### config.mk
export PLATFORM = sky130hd
export DESIGN_NAME = fb_line_reader
export DESIGN_NICKNAME = d
export VERILOG_FILES = /design/src/rtl/fb_line_reader.sv
export SDC_FILE = /design/constraint.sdc
export NUM_CORES = 1
export LEC_CHECK = 0
export CELL_PAD_IN_SITES_DETAIL_PLACEMENT = 0
export CELL_PAD_IN_SITES_GLOBAL_PLACEMENT = 1
export CORE_ASPECT_RATIO = 1.25
export CORE_MARGIN = 2
export CORE_UTILIZATION = 40
export DETAILED_ROUTE_END_ITERATION = 7
export HOLD_SLACK_MARGIN = 0.03
export PLACE_DENSITY = 0.83
export SLEW_MARGIN = 15
export SYNTH_ARGS = -nofsm -noshare
export SYNTH_HDL_FRONTEND = slang
export SYNTH_SLANG_ARGS = --single-unit
### constraint.sdc
create_clock -name clk -period 7.4 [get_ports clk]
set_input_delay 2.22 -clock clk [delete_from_list [all_inputs] [get_ports clk]]
set_output_delay 2.22 -clock clk [all_outputs]
set_load 0.05 [all_outputs]
### src/rtl/fb_line_reader.sv
// rtl/fb_line_reader.sv - ping-pong line buffer read engine with 2-entry skid FIFO
module fb_line_reader #(
  parameter int DATA     = 36,
  parameter int ADDR     = 9,
  parameter int LINE_LEN = 256
) (
  input  logic            clk,
  input  logic            rst,
  input  logic            fill_done,
  input  logic            fill_bank,
  output logic            bank_free,
  output logic            free_bank,
  output logic [ADDR-1:0] rd_addr,
  input  logic [DATA-1:0] rd_data,
  output logic            m_valid,
  input  logic            m_ready,
  output logic [DATA-1:0] m_data,
  output logic            m_sol,
  output logic            m_eol,
  output logic            ovf_err
);

  localparam int IW = ADDR - 1;
  localparam logic [IW-1:0] LAST_IDX = IW'(LINE_LEN - 1);

  typedef enum logic [1:0] {IDLE, STREAM, DRAIN} state_t;

  state_t          state, state_nxt;
  logic [1:0]      bank_full;
  logic            cur_bank;
  logic [IW-1:0]   idx;
  logic [ADDR-1:0] addr_q;
  logic            rd_issue;
  logic            start_line;
  logic            inflight;
  logic            inflight_sol;
  logic            inflight_eol;
  logic [DATA+1:0] fifo_mem [2];
  logic            wr_ptr;
  logic            rd_ptr;
  logic [1:0]      count;
  logic [1:0]      used;
  logic            push;
  logic            pop;
  logic            free_now;

  // FIFO head drives the stream directly, so a stalled word cannot change.
  assign m_valid = (count != 2'd0);
  assign {m_sol, m_eol, m_data} = fifo_mem[rd_ptr];
  assign pop      = m_valid & m_ready;
  assign push     = inflight;
  assign free_now = (state == DRAIN) & pop & m_eol;

  // Slots committed after this cycle's pop; a read needs one free slot.
  assign used = count + {1'b0, inflight} - {1'b0, pop};

  // The address only moves on an issued read; otherwise the last one is held.
  assign rd_addr = rd_issue ? {cur_bank, idx} : addr_q;

  // State register
  always_ff @(posedge clk) begin
    if (rst) state <= IDLE;
    else     state <= state_nxt;
  end

  // Next-state decode and credit-gated read issue
  always_comb begin
    state_nxt  = state;
    rd_issue   = 1'b0;
    start_line = 1'b0;
    case (state)
      IDLE: begin
        if (bank_full[cur_bank]) begin
          state_nxt  = STREAM;
          start_line = 1'b1;
        end
      end
      STREAM: begin
        rd_issue = ~used[1];
        if (rd_issue && idx == LAST_IDX) state_nxt = DRAIN;
      end
      DRAIN: begin
        if (free_now) state_nxt = IDLE;
      end
      default: state_nxt = IDLE;
    endcase
  end

  // Word index, address hold and the one-deep in-flight read with its tags
  always_ff @(posedge clk) begin
    if (rst) begin
      idx          <= '0;
      addr_q       <= '0;
      inflight     <= 1'b0;
      inflight_sol <= 1'b0;
      inflight_eol <= 1'b0;
    end else begin
      inflight     <= rd_issue;
      inflight_sol <= (idx == '0);
      inflight_eol <= (idx == LAST_IDX);
      addr_q       <= rd_addr;
      if (start_line)    idx <= '0;
      else if (rd_issue) idx <= idx + IW'(1);
    end
  end

  // Skid FIFO capturing RAM data one clock after its read was issued
  always_ff @(posedge clk) begin
    if (rst) begin
      wr_ptr      <= 1'b0;
      rd_ptr      <= 1'b0;
      count       <= 2'd0;
      fifo_mem[0] <= '0;
      fifo_mem[1] <= '0;
    end else begin
      if (push) begin
        fifo_mem[wr_ptr] <= {inflight_sol, inflight_eol, rd_data};
        wr_ptr           <= ~wr_ptr;
      end
      if (pop) rd_ptr <= ~rd_ptr;
      count <= count + {1'b0, push} - {1'b0, pop};
    end
  end

  // Bank ownership: fills mark banks full, the accepted eol frees the current one
  always_ff @(posedge clk) begin
    if (rst) begin
      bank_full <= 2'b00;
      cur_bank  <= 1'b0;
      bank_free <= 1'b0;
      free_bank <= 1'b0;
      ovf_err   <= 1'b0;
    end else begin
      bank_free <= free_now;
      free_bank <= free_now & cur_bank;
      if (fill_done) begin
        if (bank_full[fill_bank] || (state != IDLE && fill_bank == cur_bank))
          ovf_err <= 1'b1;
        else
          bank_full[fill_bank] <= 1'b1;
      end
      // Placed after the fill update so a same-cycle refill of this bank loses.
      if (free_now) begin
        bank_full[cur_bank] <= 1'b0;
        cur_bank            <= ~cur_bank;
      end
    end
  end

endmodule

==> results of run 1 <==
## layer usage
metal / up-vias / global-route usage [%] / share of wire [%]
met1: 1401 / 18.25 / 43
met5: - / 0 / 0
li1: 1401 / - / -
met4: 0 / 7.252 / 2.1
met2: 75 / 25.38 / 50
met3: 15 / 2.581 / 4.2
## synth_stat cells, drive strengths merged
cell	n	share of area (%)
a2111oi	1	0.59
a211oi	1	0.16
a21o	1	0.16
a21oi	6	0.64
a31oi	1	0.13
and2	77	10
and4	1	0.19
and4b	1	0.21
buf	2	0.32
clkbuf	16	1.3
dfxtp	33	14
edfxtp	76	49
ha	3	0.81
inv	8	0.64
mux2	48	12
mux2i	1	0.21
nand2	5	0.40
nand2b	3	0.56
nand3	4	0.43
nand3b	1	0.16
nand4	1	0.13
nor2	20	1.7
nor2b	12	1.6
nor3	1	0.11
nor3b	2	0.32
nor4	1	0.13
o2111ai	1	0.19
o21a	1	0.16
o21ai	6	0.64
o311ai	1	0.19
o31ai	2	0.32
or2	2	0.27
or3	2	0.27
or3b	1	0.19
or4	2	0.32
xnor2	3	0.56
xor2	5	0.94
## logic make-up (layout without fill, tap and decap cells)
group           Yosys count  in the layout
fa+ha+maj                 3              3
flops                   109            109
simple gates            136            136
compound gates           21             21
buf+inv                  26            118
xor+xnor                  8              8
mux                      49             49
## state kept, by name, summed over array words and instances, names as in the netlist, named ones only
signal and count:
addr_q 9, bank_free 1, bank_full 2, count 2, cur_bank 1, fifo_mem 76
free_bank 1, idx 8, inflight 1, inflight_eol 1, inflight_sol 1, ovf_err 1
rd_ptr 1, state 2, wr_ptr 1
## final cells by class
class,count,area [um^2],share of cell area [%]
multi-input cells,217,1625,27.14
well taps,138,172.7,2.883
inverters,8,30.03,0.5015
flip-flops and latches,109,2944,49.16
repair buffers,94,910.9,15.21
clock buffers,9,225.2,3.761
clock inverters,7,80.08,1.337
## power by group
group          leakage [nW]  switching, W  internal (W)
Sequential             1.06    0.00000942      0.000675
Combinational          1.04     0.0000952     0.0000655
Clock                 0.149      0.000224      0.000268
## worst register-to-register path: stages, from the launching register on
cell and delay (ns):
dfxtp_1 0.35, nand2b_4 0.16, o21ai_0 0.08, ha_1 0.25, and4_1 0.24, nor2_2 0.64, mux2_1 0.42, nor2b_1 0.15
## worst paths after layout
| kind | cells after the start | slack, ns | endpoint | from |
|---|---|---|---|---|
| worst max-delay path | 8 | 0.45 | rd_addr[0] | m_ready |
| worst min-delay path | 2 | 0.45 | ovf_err | ovf_err |
| worst max register to register | 7 | 4.99 | addr_q[6] | count[0] |
| worst min register to register | 2 | 0.45 | ovf_err | ovf_err |
## through the flow
| stage | power, W | hold WS, ns |
|---|---|---|
| 3_3_place_gp | 0.0008579 | 0.4354 |
| 5_1_grt | 0.001384 | 0.4788 |
| 6_report | 0.001337 | 0.4491 |
| 2_1_floorplan | 0.0007958 | 0.4725 |
| 4_1_cts | 0.001352 | 0.4564 |
| 3_5_place_dp | 0.0008608 | 0.4454 |
==> impl_metrics.env, run 1 <==
export IMPL_dieArea_mm2=0.01254
export IMPL_antenna_found_initial=0
export IMPL_synth_simple_area_share_pct=17.31
export IMPL_finalWorstPathRequiredPeriod_ns=6.947
export IMPL_synth_distinct_cells=41
export IMPL_fin_util_pct=52.04
export IMPL_viasPerCell=4.969
export IMPL_vdd_ir_drop_max_mv=0.1007
export IMPL_initialDrtViolationCount=63
export IMPL_synth_top_family_by_area="simple AND/OR/NAND/NOR gates"
export IMPL_place_ws_ns=0.4404
export IMPL_nNetsFinal=483
export IMPL_setup_tns_ns=0
export IMPL_cts_made_buffers=9
export IMPL_port_buffer_count=91
export IMPL_p_per_area_mw_per_mm2=223.3
export IMPL_finalHoldViolCount=0
export IMPL_gp_congestion=0.7940
export IMPL_antennaDiodeCount=0
export IMPL_cts_tree="done"
export IMPL_drive_above_1_share_pct=19.14
export IMPL_ios=92
export IMPL_path_class="input port to primary output"
export IMPL_cts_root_buffer="clkbuf_16"
export IMPL_critPathBufInv=2
export IMPL_fmax_ghz=0.1439
export IMPL_cp_data_arrival_time_ns=4.73
export IMPL_post_cts_resized=0
export IMPL_cts_sinks=109
export IMPL_min_path_type="register to register"
export IMPL_seq_area_frac_synth_pct=63.12
export IMPL_drt_wirelength_per_cell_um=15.56
export IMPL_postCtsHoldBufs=0
export IMPL_overflow=0
export IMPL_total_leakage_power_nw=2.242
export IMPL_worstSkewPairLatency_ns=0.35
export IMPL_fin_skew_ns=0.007790
export IMPL_fin_crit_sh_pct=93.88
export IMPL_cp_cell_sequence="clkdlybuf4s50_1 -> nand2b_1 -> o21ai_0 -> ha_1 -> and4_1 -> nor2_2 -> mux2_2 -> buf_4"
export IMPL_start_util_pct=40.52
export IMPL_netlist_area_mm2=0.004662
export IMPL_grt_max_degree=40
export IMPL_placed_area_mm2=0.005683
export IMPL_slew_limit_headroom_pct=35.54
export IMPL_grt_pass1_wl_um=14530
export IMPL_area_growth_pct=28.45
export IMPL_layoutNonFillerInstCount=582
export IMPL_first_global_vias=2964
export IMPL_synth_xor_area_share_pct=1.503
export IMPL_finalSetupViolCount=0
export IMPL_rsz0062_at_grt="false"
export IMPL_cp_start_kind="input port"
export IMPL_setup_ws_ns=0.4527
export IMPL_htree_levels=3
export IMPL_die_h_um=124.7
export IMPL_drc=0
export IMPL_synth_warnings=0
export IMPL_fill_cells=1000
export IMPL_slew_violations=0
export IMPL_ys_seq_elements=109
export IMPL_clock_path_buffers=2
export IMPL_core_area_mm2=0.01151
export IMPL_worstMarginPinSlew_ns=0.9669
export IMPL_firstDrtPassIters=5
export IMPL_drv_cap=0
export IMPL_clk_pin_slew_ns=0.07
export IMPL_status="completed"
export IMPL_critPathRequiredTime_ns=5.18
export IMPL_crit_path_top_delay_cell="nor2_2"
export IMPL_grtUsageTotal_pct=14.99
export IMPL_dp_hpwl_um=5693
export IMPL_final_cell_mix="82 x clkdlybuf4s50_1, 77 x and2_1, 76 x edfxtp_1, 47 x mux2_2, 32 x dfxtp_1"
export IMPL_layout_commonest_cell="clkdlybuf4s50_1"
export IMPL_dp_cells=566
export IMPL_synth_fa_ha_area_share_pct=0.8052
export IMPL_rows=44
export IMPL_syn_area_per_cell_um2=13.24
export IMPL_crit_path_max_fanout=19
export IMPL_ant_nets=0
export IMPL_synth_mux_area_share_pct=11.81
export IMPL_stdcell_area_mm2=0.005988
export IMPL_syn_nets=396
export IMPL_post_cts_buffers=0
export IMPL_finalWirelength_um=9055
export IMPL_route_vias_total=2892
export IMPL_synth_compound_area_share_pct=3.194
export IMPL_syn_inst=352
export IMPL_slowest_delay_ns=0.64
export IMPL_crit_family="simple AND/OR/NAND/NOR gates"
export IMPL_die_x_um=100.6
export IMPL_end_kind="primary output"
(Power assumes the default switching activity.)
==> run 2, diff against run 1 <==
RECOVER_POWER = 25   (was not set)
==> impl_metrics.env, run 2 (synthesis gave the netlist of run 1 again) <==
export IMPL_layout_commonest_cell="clkdlybuf4s50_1"
export IMPL_stdcell_area_mm2=0.005967
export IMPL_htree_levels=3
export IMPL_dp_hpwl_um=5693
export IMPL_largest_reg_flops=76
export IMPL_start_util_pct=40.52
export IMPL_post_cts_resized=0
export IMPL_fmax_ghz=0.1440
export IMPL_cts_root_buffer="clkbuf_16"
export IMPL_antenna_found_initial=0
export IMPL_rows=44
export IMPL_core_area_mm2=0.01151
export IMPL_hold_depth=2
export IMPL_grt_pass1_wl_um=14530
export IMPL_clk_pin_slew_ns=0.07
export IMPL_area_growth_pct=27.99
export IMPL_rsz0062_at_grt="false"
export IMPL_die_h_um=124.7
export IMPL_crit_path_top_delay_cell="nor2_2"
export IMPL_r2r_setup_slack_ns=4.34
export IMPL_end_kind="primary output"
export IMPL_setup_tns_ns=0
export IMPL_cts_tree="done"
export IMPL_cp_start_kind="input port"
export IMPL_setup_ws_ns=0.4566
export IMPL_finalWorstPathRequiredPeriod_ns=6.943
export IMPL_dieArea_mm2=0.01254
export IMPL_slew_violations=38
export IMPL_place_ws_ns=0.4404
export IMPL_slew_limit_headroom_pct=-0.3610
export IMPL_total_leakage_power_nw=2.210
export IMPL_drive_above_1_share_pct=18.02
export IMPL_final_cell_mix="81 x clkdlybuf4s50_1, 76 x edfxtp_1, 59 x and2_1, 47 x mux2_2, 32 x dfxtp_1"
export IMPL_overflow=0
export IMPL_placed_area_mm2=0.005683
export IMPL_crit_path_max_fanout=19
export IMPL_initialDrtViolationCount=65
export IMPL_finalWirelength_um=9037
export IMPL_clock_path_buffers=2
export IMPL_drt_wirelength_per_cell_um=15.53
export IMPL_regMostFlops="fifo_mem"
export IMPL_port_buffer_count=91
export IMPL_cts_made_buffers=9
export IMPL_first_global_vias=2964
export IMPL_drc=0
export IMPL_finalSetupViolCount=0
export IMPL_ff2ff_path_depth=4
export IMPL_critPathBufInv=2
export IMPL_cp_cell_sequence="clkdlybuf4s50_1 -> nand2b_1 -> o21ai_0 -> ha_1 -> and4_1 -> nor2_2 -> mux2_2 -> buf_4"
export IMPL_fin_skew_ns=0.006861
export IMPL_route_vias_total=2916
export IMPL_finalHoldViolCount=0
export IMPL_nNetsFinal=483
export IMPL_violations="capacitance limit, slew limit"
export IMPL_ios=92
export IMPL_p_per_area_mw_per_mm2=223.9
export IMPL_vdd_ir_drop_max_mv=0.1010
export IMPL_drv_cap=1
export IMPL_viasPerCell=5.010
export IMPL_fin_util_pct=51.86
export IMPL_critPathRequiredTime_ns=5.18
export IMPL_grtUsageTotal_pct=14.99
export IMPL_finalPower_w=0.001336
export IMPL_status="complete, but fails checks"
export IMPL_grt_max_degree=40
export IMPL_die_x_um=100.6
export IMPL_post_cts_buffers=0
export IMPL_worstMarginPinSlew_ns=1.505
export IMPL_postCtsHoldBufs=0
export IMPL_gp_congestion=0.7940
export IMPL_min_path_type="register to register"
export IMPL_firstDrtPassIters=4
export IMPL_antennaDiodeCount=0
export IMPL_cts_sinks=109
export IMPL_cp_data_arrival_time_ns=4.72
export IMPL_ant_nets=0
export IMPL_cp_depth=8
export IMPL_reg_top3="fifo_mem: 76 flops, addr_q: 9 flops, idx: 8 flops"
export IMPL_path_class="input port to primary output"
export IMPL_crit_family="simple AND/OR/NAND/NOR gates"
export IMPL_slowest_delay_ns=0.63
export IMPL_fin_crit_sh_pct=93.83
export IMPL_worstSkewPairLatency_ns=0.35
==> run 2: cell count changes in the layout (fill, tap and decap cells not counted), sizes merged <==
cell	delta
clkbuf	+3
buf	-3
clkdlybuf4s50	-1
dlygate4sd3	+1
==> run 2: power by group <==
part / switching, W / internal, W
clock network: 0.000223 / 0.000268
logic: 0.0000951 / 0.0000649
registers: 0.00000942 / 0.000675
total: 0.000328 / 0.00101
==> run 2: worst paths after layout <==
path              startpoint         endpoint
hold / removal       ovf_err          ovf_err
setup reg to reg      wr_ptr  fifo_mem[1][30]
setup / recovery     m_ready       rd_addr[0]
hold reg to reg      ovf_err          ovf_err
==> run 2: final cells by class <==
type	count	area, um^2
Multi-Input combinational cell	217	1615
Timing Repair Buffer	94	899.6
Inverter	8	30.03
Fill cell	1006	5539
Sequential cell	109	2944
Tap cell	138	172.7
Clock buffer	9	225.2
Clock inverter	7	80.08
==> run 2: layer usage <==
metal	global-route usage, %	wire, um	vias to the layer above
li1	-	-	1404
met1	18.25	4027	1428
met2	25.38	4507	69
met3	2.581	311	15
met4	7.252	191	0
met5	0	0	-
==> run 2: per-stage QoR <==
| step | std cells | hold slack (ns) |
|---|---|---|
| finish | 582 | 0.4491 |
| global route | 582 | 0.4788 |
| CTS | 582 | 0.4564 |
| floorplan | 352 | 0.4725 |
| global placement | 566 | 0.4354 |
| detailed placement | 566 | 0.4454 |
==> run 2: worst reg2reg max path: cells and delay by family (launching register included) <==
| kind | cells | cell delay (ns) |
|---|---|---|
| flip-flops | 1 | 0.36 |
| buffers and inverters | 2 | 1.16 |
| AND/OR/NAND/NOR | 2 | 1.13 |
==> run 3, diff against run 2 <==
DONT_BUFFER_PORTS = 1   (was not set)
MAX_ROUTING_LAYER = met4   (was not set)
PLACE_DENSITY = 0.7   (was 0.83)
==> impl_metrics.env, run 3 (synthesis gave the netlist of run 1 again) <==
export IMPL_status="complete, but fails checks"
export IMPL_violations="capacitance limit, slew limit"
export IMPL_antennaDiodeCount=0
export IMPL_vdd_ir_drop_max_mv=0.1230
export IMPL_grt_max_degree=40
export IMPL_route_vias_total=2531
export IMPL_postCtsHoldBufs=0
export IMPL_setup_tns_ns=0
export IMPL_drc=0
export IMPL_r2r_setup_slack_ns=4.28
export IMPL_cp_data_arrival_time_ns=4.22
export IMPL_dp_cells=474
export IMPL_die_h_um=124.7
export IMPL_critPathRequiredTime_ns=5.18
export IMPL_grt_pass1_wl_um=13220
export IMPL_timing_rr_start="wr_ptr"
export IMPL_layoutNonFillerInstCount=490
export IMPL_drv_cap=2
export IMPL_reg_top3="fifo_mem: 76 flops, addr_q: 9 flops, idx: 8 flops"
export IMPL_first_global_vias=2618
export IMPL_cts_made_buffers=9
export IMPL_grtUsageTotal_pct=14.09
export IMPL_ant_nets=0
export IMPL_slowest_delay_ns=0.64
export IMPL_post_cts_resized=0
export IMPL_dp_hpwl_um=5124
export IMPL_min_from="rd_ptr"
export IMPL_fmax_ghz=0.1552
export IMPL_crit_path_top_delay_cell="nor2_2"
export IMPL_slew_limit_headroom_pct=-2.560
export IMPL_area_growth_pct=8.884
export IMPL_port_buffer_count=0
export IMPL_firstDrtPassIters=4
export IMPL_gp_congestion=0.7522
export IMPL_ios=92
export IMPL_timing_rr_end="fifo_mem[1][35]"
export IMPL_stdcell_area_mm2=0.005076
export IMPL_crit_path_max_fanout=19
export IMPL_cp_cell_sequence="nand2b_1 -> o21ai_0 -> ha_1 -> and4_1 -> nor2_2 -> mux2_1"
export IMPL_rsz0062_at_grt="false"
export IMPL_cp_start_kind="input port"
export IMPL_viasPerCell=5.165
export IMPL_die_x_um=100.6
export IMPL_worstMarginPinSlew_ns=1.538
export IMPL_rows=44
export IMPL_fin_skew_ns=0.004535
export IMPL_layout_commonest_cell="edfxtp_1"
export IMPL_finalHoldViolCount=0
export IMPL_regMostFlops="fifo_mem"
export IMPL_htree_levels=3
export IMPL_ff2ff_path_depth=4
export IMPL_finalSetupViolCount=0
export IMPL_fill_cells=1057
export IMPL_worstSkewPairLatency_ns=0.34
export IMPL_clk_pin_slew_ns=0.07
export IMPL_start_util_pct=40.52
export IMPL_clock_path_buffers=2
export IMPL_drive_above_1_share_pct=19.03
export IMPL_final_cell_mix="76 x edfxtp_1, 66 x and2_1, 47 x mux2_2, 32 x dfxtp_1, 19 x nor2_1"
export IMPL_slew_violations=79
export IMPL_antenna_found_initial=0
export IMPL_post_cts_buffers=0
export IMPL_largest_reg_flops=76
export IMPL_finalWorstPathRequiredPeriod_ns=6.444
export IMPL_path_class="input port to primary output"
export IMPL_hold_depth=2
export IMPL_overflow=0
export IMPL_initialDrtViolationCount=80
export IMPL_nNetsFinal=391
export IMPL_cts_root_buffer="clkbuf_16"
export IMPL_core_area_mm2=0.01151
export IMPL_end_kind="primary output"
export IMPL_dieArea_mm2=0.01254
export IMPL_cts_sinks=109
export IMPL_finalWirelength_um=8331
export IMPL_fin_crit_sh_pct=87.09
export IMPL_cts_tree="done"
export IMPL_total_leakage_power_nw=1.857
export IMPL_min_path_type="register to register"
export IMPL_p_per_area_mw_per_mm2=254.5
export IMPL_placed_area_mm2=0.004787
export IMPL_drt_wirelength_per_cell_um=17.00
==> run 3: worst max path at each step <==
stage,start,end,slack [ns],cells after the start
2_1_floorplan,m_ready,rd_addr[6],1.35,7
3_3_place_gp,m_ready,rd_addr[6],1.08,6
3_5_place_dp,m_ready,rd_addr[6],1.03,6
4_1_cts,m_ready,rd_addr[6],1.02,6
5_1_grt,m_ready,rd_addr[6],0.79,6
6_report,m_ready,rd_addr[6],0.96,6
==> run 3: final cells by class <==
type,count,area (um^2),share of cell area [%]
clock buffers,9,225.2,4.437
clock inverters,7,88.84,1.750
inverters,8,30.03,0.5916
multi-input cells,217,1608,31.67
flip-flops and latches,109,2944,58.00
well taps,138,172.7,3.402
repair buffers,2,7.507,0.1479
==> run 3: power breakdown <==
part / internal (W) / leakage (nW) / switching, W / total, W
Clock: 0.000295 / 0.153 / 0.000205 / 0.000499
Sequential: 0.000675 / 1.06 / 0.0000109 / 0.000686
Combinational: 0.0000235 / 0.649 / 0.0000825 / 0.000106
Total: 0.000994 / 1.86 / 0.000298 / 0.00129
==> run 3: per-layer routing <==
metal	vias to the layer above	GRT usage, %	part of all wire (%)
met1	1243	15.22	39
li1	1210	-	-
met5	-	-	0
met4	0	6.044	1.6
met2	67	24.20	53
met3	11	3.591	6.9
==> run 3: stage by stage <==
stage	total power [W]	hold slack, ns	setup WS (ns)	util (%)
after floorplan	0.0007958	0.4725	1.354	-
after global placement	0.0008071	0.4902	1.080	41.61
after detailed placement	0.0008089	0.4981	1.035	41.61
after CTS	0.001312	0.5158	1.024	44.33
after global routing	0.001340	0.5347	0.7865	44.12
final	0.001292	0.5094	0.9556	44.12
==> run 3: worst max-delay path: cells and delay by family <==
kind	cells	cell delay [ns]
and+or+nand+nor	3	1.03
muxes	1	0.60
adders and majority gates	1	0.25
AOI/OAI and AO/OA	1	0.12
